<file path="config.mk">
export PLATFORM = sky130hd
export DESIGN_NAME = arb4_rr_ctrl
export DESIGN_NICKNAME = d
export VERILOG_FILES = /design/src/rtl/arb4_rr_ctrl.sv
export SDC_FILE = /design/constraint.sdc
export NUM_CORES = 1
export LEC_CHECK = 0
export BUFFER_PORTS_ARGS = -buffer_cell sky130_fd_sc_hd__buf_2
export CAP_MARGIN = 20
export CELL_PAD_IN_SITES_DETAIL_PLACEMENT = 1
export CELL_PAD_IN_SITES_GLOBAL_PLACEMENT = 1
export CORE_MARGIN = 2
export CORE_UTILIZATION = 38
export DETAILED_ROUTE_END_ITERATION = 8
export GPL_ROUTABILITY_DRIVEN = 0
export PLACE_DENSITY_LB_ADDON = 0.1
export REMOVE_ABC_BUFFERS = 1
export SETUP_SLACK_MARGIN = 0.3
export SLEW_MARGIN = 10
export SYNTH_ARGS = -nofsm -noshare
export SYNTH_HDL_FRONTEND = slang
export SYNTH_SLANG_ARGS = --single-unit
</file>
<file path="constraint.sdc">
create_clock -name clk -period 4.3 [get_ports clk]
set_clock_uncertainty 0.1 [all_clocks]
set_input_delay 0.215 -clock clk [delete_from_list [all_inputs] [get_ports clk]]
set_output_delay 0.215 -clock clk [all_outputs]
set_load 0.05 [all_outputs]
</file>
<file path="src/rtl/arb4_rr_ctrl.sv">
// Four-requester round-robin arbiter with a one-hot grant and an encoded owner index.
// Latency: 1 clock from request to grant in IDLE; release takes 1 clock; one idle cycle between grants.
// Backpressure: a grant is held while the owner keeps requesting; non-owner requests wait for IDLE.
//
// Optional feature macro: ARB4_RR_TIMEOUT_EN. When defined, a grant is forced off after
// MAX_HOLD GRANT cycles and `timeout` pulses for one cycle. When undefined, grants are held
// indefinitely and `timeout` is tied to 0.
//
// Ports:
//   clk      - single clock, rising edge
//   rst_n    - asynchronous active-low reset
//   req      - level-sensitive requests, bit i is client i
//   gnt      - registered one-hot grant, zero when idle
//   gnt_id   - registered binary owner index, zero when idle
//   gnt_vld  - registered, high while a grant is active (equals |gnt)
//   timeout  - one-cycle pulse when a grant is force-released
module arb4_rr_ctrl #(
  parameter int MAX_HOLD = 8
) (
  input  logic       clk,
  input  logic       rst_n,
  input  logic [3:0] req,
  output logic [3:0] gnt,
  output logic [1:0] gnt_id,
  output logic       gnt_vld,
  output logic       timeout
);

  typedef enum logic {
    IDLE  = 1'b0,
    GRANT = 1'b1
  } state_t;

  state_t     state;
  logic [1:0] last;
  logic [1:0] sel;
  logic [1:0] idx;

  // Elaboration-time guard on the hold limit.
  if (MAX_HOLD < 1 || MAX_HOLD > 255) begin : g_bad_max_hold
    $error("arb4_rr_ctrl: MAX_HOLD must be within 1..255");
  end

  // Round-robin pick: scan last+1 .. last+4 (mod 4) and take the first requester.
  // Only consulted when req is non-zero, so the fallback value never matters.
  always_comb begin
    sel = last;
    idx = '0;
    for (int k = 4; k >= 1; k--) begin
      idx = last + 2'(k);
      if (req[idx]) begin
        sel = idx;
      end
    end
  end

`ifdef ARB4_RR_TIMEOUT_EN
  localparam logic [7:0] HOLD_LAST = 8'(MAX_HOLD - 1);

  // Completed GRANT cycles of the current owner.
  logic [7:0] cnt;

  always_ff @(posedge clk or negedge rst_n) begin
    if (!rst_n) begin
      state   <= IDLE;
      last    <= 2'd3;
      gnt     <= '0;
      gnt_id  <= '0;
      gnt_vld <= 1'b0;
      timeout <= 1'b0;
      cnt     <= '0;
    end else begin
      timeout <= 1'b0;
      case (state)
        IDLE: begin
          if (|req) begin
            gnt     <= 4'b0001 << sel;
            gnt_id  <= sel;
            gnt_vld <= 1'b1;
            last    <= sel;
            cnt     <= '0;
            state   <= GRANT;
          end
        end
        GRANT: begin
          if (!req[gnt_id]) begin
            // Normal release wins over a timeout on the same edge.
            gnt     <= '0;
            gnt_id  <= '0;
            gnt_vld <= 1'b0;
            state   <= IDLE;
          end else if (cnt == HOLD_LAST) begin
            // This edge ends the MAX_HOLD-th GRANT cycle: force release.
            gnt     <= '0;
            gnt_id  <= '0;
            gnt_vld <= 1'b0;
            timeout <= 1'b1;
            state   <= IDLE;
          end else if (cnt != 8'hFF) begin
            cnt <= cnt + 8'd1;
          end
        end
        default: state <= IDLE;
      endcase
    end
  end
`else
  assign timeout = 1'b0;

  always_ff @(posedge clk or negedge rst_n) begin
    if (!rst_n) begin
      state   <= IDLE;
      last    <= 2'd3;
      gnt     <= '0;
      gnt_id  <= '0;
      gnt_vld <= 1'b0;
    end else begin
      case (state)
        IDLE: begin
          if (|req) begin
            gnt     <= 4'b0001 << sel;
            gnt_id  <= sel;
            gnt_vld <= 1'b1;
            last    <= sel;
            state   <= GRANT;
          end
        end
        GRANT: begin
          if (!req[gnt_id]) begin
            gnt     <= '0;
            gnt_id  <= '0;
            gnt_vld <= 1'b0;
            state   <= IDLE;
          end
        end
        default: state <= IDLE;
      endcase
    end
  end
`endif

endmodule

</file>
==> out/qor.txt, run 1 <==
Worst-path maximum fanout: 7
Total CTS buffers: 3
Vias in the first global route: 421
Core ar.: 1270 sq um
Min Tclk post-route: 1.67 ns
CTS tree: yes
R2R setup slack: 2.63 ns
Post-route ant nets: 0
Vias: 427
Unrepaired setup endpoints after global routing: false
Worst hold path class: primary input to asynchronous set/reset pin
CTS Buffer Depth: 2
Critical path startpoint category: register
Area contributors post-synth: dfrtp_1 39%, dfstp_2 10%, o21ai_0 5.9%
Post-cts hold buffer count: 1
Wirelength per Cell: 13.5 microns
Area share of the largest cell type after synthesis: 0.394
Final net count: 73
Synth Register Bits: 10
Clk_lat worst skew: 0.26 ns
Detailed placer's ending HPWL: 827 microns
Worst Setup Slack, final: 2.63 ns
Cell area after synthesis: 508 sq um
Fmax: 0.600 GHz
Via-to-Cell Ratio: 5.27
Area Growth Syn to Fin: 20.4%
Final period utilization: 0.387
Starting DRT DRC Count: 7
Initial antenna violation count: 0
Worst Path Arrival: 1.72 ns
# H-tree levels: 1
Leakage: 0.000293 uW
Slew Viols, Final: 0
Critical path class: register to register
Total power divided by cell area: 853 nW/um^2
Final core occ: 0.482
CTS clk-pin slew, worst paths: 0.07 ns
Final Setup Violations: 0
First-pass GRT wire length: 1.77 mm
Root buf cell: clkbuf_4
Status: finished clean
Total track usage: 0.170
Max rail drop VDD: 283 uV
Cell count after synthesis: 51
Syn avg cell area: 9.96 sq um
Dpl ws: 2.66 ns
Placed cell count: 76
Critical Path End Type: register
Fin cells: 81
Seq/Total Area, Yosys: 0.498
Synth warn: 0
Commonest non-fill, non-tap cells in the layout: 12 x buf_2, 8 x dfrtp_1, 6 x nand2_1, 6 x o21ai_0, 4 x nand3_1
Final hold violations: 0
IO Pins: 14
Die area: 1650 sq um
Leading area contributor after synthesis: dfrtp_1
Post-CTS setup buffer count: 0
Pin count of the biggest net entering global routing: 17
Detailed Routing Iterations Pass 1: 2
Clk sinks: 10
Post_cts resized: 0
GRT overflow: 0
Worst path cell trace: mux4_2 > nand2b_4 > and3_1 > a31o_1
ANT cells: 0
Port Buf Inserts: 12
Post-Route WL: 1.10 mm
Initial cell density of the core: 0.400
Setup TNS Final: 0 ns
FILL cells: 146
Count of different cell masters after synthesis: 21
Row Count: 13
Slowest stage delay, CP: 0.52 ns
Slowest CP cell: mux4_2
Drt drc: 0
Die height: 40.6 microns
Maxcap violations: 0
Die X-Extent: 40.6 microns
Proportion of layout cells with a drive suffix above 1: 0.303
Required time worst endpoint: 4.35 ns
Commonest non-fill, non-tap cell in the layout: buf_2
cell type report:
cell class              count  area, sq um  share of cell area
clock buffers               4         26.3              0.0429
multi-input cells          39          244               0.399
flip-flops and latches     10          253               0.413
well taps                  15         18.8              0.0307
repair buffers             13         70.1               0.115
state kept, by name, summed over array words and instances (netlist names):
register,count
gnt_id,2
state,1
gnt,4
last,2
gnt_vld,1
path summary, 6_finish.rpt:
kind                           start      end  cells past startpoint
min                            rst_n   gnt[0]                      2
max in group asynchronous      rst_n  last[1]                      2
min reg2reg                  gnt_vld  gnt_vld                      2
max reg2reg                gnt_id[0]   gnt[0]                      4
min in group clk              req[0]    state                      4
max                        gnt_id[0]   gnt[0]                      4
metrics by stage:
step | power, uW | cell area, sq um | hold WS [ns]
CTS | 530 | 612 | 0.239
floorplan | 391 | 497 | -0.181
global route | 564 | 612 | 0.269
global placement | 456 | 576 | -0.0128
finish | 522 | 612 | 0.238
detailed placement | 459 | 576 | -0.0111
power by group:
part	internal [uW]	total, uW	switching (uW)	leakage, uW
combinational	83.1	278	195	0.000157
sequential	144	177	32.7	0.000121
clock	35.8	67.2	31.3	0.0000150
logic make-up (layout without fill, tap and decap cells):
logic type,after synthesis,in the layout,share of synthesized area
and+or+nand+nor,20,20,0.207
buffers and inverters,2,17,0.0222
DFF,10,10,0.498
muxes,1,1,0.0443
AOI/OAI and AO/OA,17,17,0.222
other,1,1,0.00738
metal layers:
layer	track usage	wire length, microns	share of wire	vias to the layer above
li1	-	-	-	215
met1	0.232	516	0.47	201
met2	0.254	515	0.47	9
met3	0.0222	53	0.048	2
met4	0.100	9	0.0082	0
met5	0	0	0	-
critical path, delay by kind of cell, from the launching register on:
family	cells	cell delay (ns)
AOI/OAI and AO/OA	1	0.18
DFF	1	0.38
muxes	1	0.52
and+or+nand+nor	2	0.38
synthesized netlist by cell type, drive strengths merged:
cell type	number
dfstp	2
nor2b	2
conb	1
nor2	3
o21ai	7
clkbuf	1
o31ai	2
dfrtp	8
o21a	2
nand2b	3
and3	2
nand2	6
a211oi	1
a31o	2
buf	1
mux4	1
nand3	4
a21oi	2
a21o	1
(Power assumes the default switching activity.)
==> run 2: changes to the inputs <==
Settings changed: CORE_UTILIZATION 38 to 36.
Clock period 4.3 ns to 1.55 ns, I/O delays scaled along.
==> run 2 against run 1 <==
Net effect:
- the flow now finishes with violations (setup timing)
- count of clock-buffer cells in the layout stayed put
- critical path depth unchanged
- sequential share of layout area fell by 6.4 points
- setup slack got worse by 2.7 ns
- global-route usage rose by 1.3 points
- final cell count is 7.4% higher
- flip-flop and latch count unchanged
- total power rose to 3.4 times the previous value
- wire length is 29% higher
- hold slack got worse by 0.12 ns
- largest cell class is now multi-input gates
==> out/qor.txt, run 2 (synthesized netlist as in run 1, its figures left out) <==
Critical path class: register to register
Total track usage: 0.183
Largest regs: gnt (4), gnt_id (2), last (2)
Failing checks: setup timing
Status: complete, but fails checks
Die area: 1730 sq um
Maxcap violations: 0
FF-to-FF Start: gnt_id[0]
CP top delay family: multiplexers
Clk sinks: 10
Detailed Routing Iterations Pass 1: 2
Wirelength per Cell: 16.2 microns
Worst hold path class: primary input to asynchronous set/reset pin
Final Setup Violations: 2
Commonest non-fill, non-tap cells in the layout: 12 x buf_2, 8 x dfrtp_1, 5 x nand2_1, 5 x buf_4
Starting DRT DRC Count: 3
GR peak layer: met2
Via-to-Cell Ratio: 5.66
Final hold violations: 0
GR Util met1: 0.232
CTS clk-pin slew, worst paths: 0.07 ns
Unrepaired setup endpoints after global routing: true
Core ar.: 1320 sq um
Critical Path End Type: register
Row Count: 13
Initial cell density of the core: 0.386
First-pass GRT wire length: 2.33 mm
Met2 usage: 0.278
WP buf/inv: 0
Initial antenna violation count: 0
Die X-Extent: 41.6 microns
GRT overflow: 0
RR Endpoint: gnt[2]
Worst Path Arrival: 1.66 ns
CTS tree: yes
Proportion of layout cells with a drive suffix above 1: 0.542
Final core occ: 0.550
Post-route ant nets: 0
Critical path startpoint category: register
Pin count of the biggest net entering global routing: 11
Root buf cell: clkbuf_4
Setup TNS Final: -0.0953 ns
Die height: 41.6 microns
Worst-path maximum fanout: 4
Max reg flops: 4
Detailed placer's ending HPWL: 1.05 mm
CTS Buffer Depth: 2
Global-route met3 utilization: 0.0435
Fmax: 0.624 GHz
Slowest CP cell: mux4_2
R2R setup slack: -0.05 ns
# H-tree levels: 1
Final net count: 79
Required time worst endpoint: 1.60 ns
IO Pins: 14
Min Tclk post-route: 1.60 ns
Clk_lat worst skew: 0.27 ns
Area Growth Syn to Fin: 42.6%
Slowest stage delay, CP: 0.52 ns
Drt drc: 0
Commonest non-fill, non-tap cell in the layout: buf_2
ANT cells: 0
Max rail drop VDD: 1170 uV
Total CTS buffers: 3
Vias in the first global route: 488
R2R depth: 4
Port Buf Inserts: 12
Slew Viols, Final: 0
Leakage: 0.000333 uW
Worst path cell trace: mux4_2 > nand2b_4 > and3_4 > a31o_1
Final period utilization: 1.03
Post-Route WL: 1.41 mm
Vias: 492
Total power divided by cell area: 2430 nW/um^2
Worst Setup Slack, final: -0.0527 ns
Reg with most FFs: gnt
-- run 2: cell count changes in the layout (fill, tap and decap cells not counted), moves of 2 or more --
| cell | change |
|---|---|
| o21ai_1 | +2 |
| nand3_2 | +2 |
| and3_1 | -2 |
| and3_4 | +2 |
| buf_4 | +5 |
| o21ai_0 | -5 |
| nand3_1 | -3 |
| o21ai_2 | +3 |
-- run 2: cell type report --
class | instances | area, sq um
well taps | 15 | 18.8
multi-input cells | 39 | 308
clock buffers | 4 | 26.3
flip-flops and latches | 10 | 253
fillers | 162 | 593
repair buffers | 19 | 119
-- run 2: how the worst max path moves through the flow --
stage | from | endpoint | slack [ns] | cells past startpoint
floorplan | gnt_id[0] | gnt[0] | -0.39 | 4
global placement | gnt_id[0] | gnt[0] | -0.04 | 4
detailed placement | gnt_id[0] | gnt[0] | -0.08 | 4
CTS | gnt_id[0] | gnt[2] | -0.05 | 4
global route | gnt_id[0] | gnt[2] | -0.09 | 4
finish | gnt_id[0] | gnt[2] | -0.05 | 4
-- run 2: worst reg2reg max path: cells and delay by family (launching register included) --
kind,cells,cell delay (ns)
AOI/OAI and AO/OA,1,0.17
DFF,1,0.37
muxes,1,0.52
and+or+nand+nor,2,0.33
-- run 2: repair_timing --
| item | 4_1_cts | 5_1_grt |
|---|---|---|
| setup endpoints to repair | 9 | 10 |
| resized for setup | 9 | 11 |
| hold endpoints to repair | 10 | 0 |
| setup buffers | 1 | 1 |
| hold buffers | 1 | 0 |
| pin swaps | 6 | 4 |
-- run 2: per-layer routing --
metal  wire [microns]  share of wire
met5                0              0
met4               44          0.031
met3               50          0.035
met2              714           0.51
met1              603           0.43
-- run 2: report_power, final --
part | switching (uW) | internal [uW]
sequential | 107 | 399
combinational | 663 | 398
clock | 91.5 | 99.5
total | 861 | 897
-- run 2: per-stage QoR --
stage	cell area [sq um]	setup slack, ns	total power (uW)	cells	hold slack (ns)
floorplan	497	-0.392	1080	49	-0.318
global placement	606	-0.0384	1350	80	-0.148
detailed placement	606	-0.0793	1380	80	-0.147
CTS	674	-0.0513	1650	86	0.0883
global route	724	-0.0920	1860	87	0.142
finish	724	-0.0527	1760	87	0.115
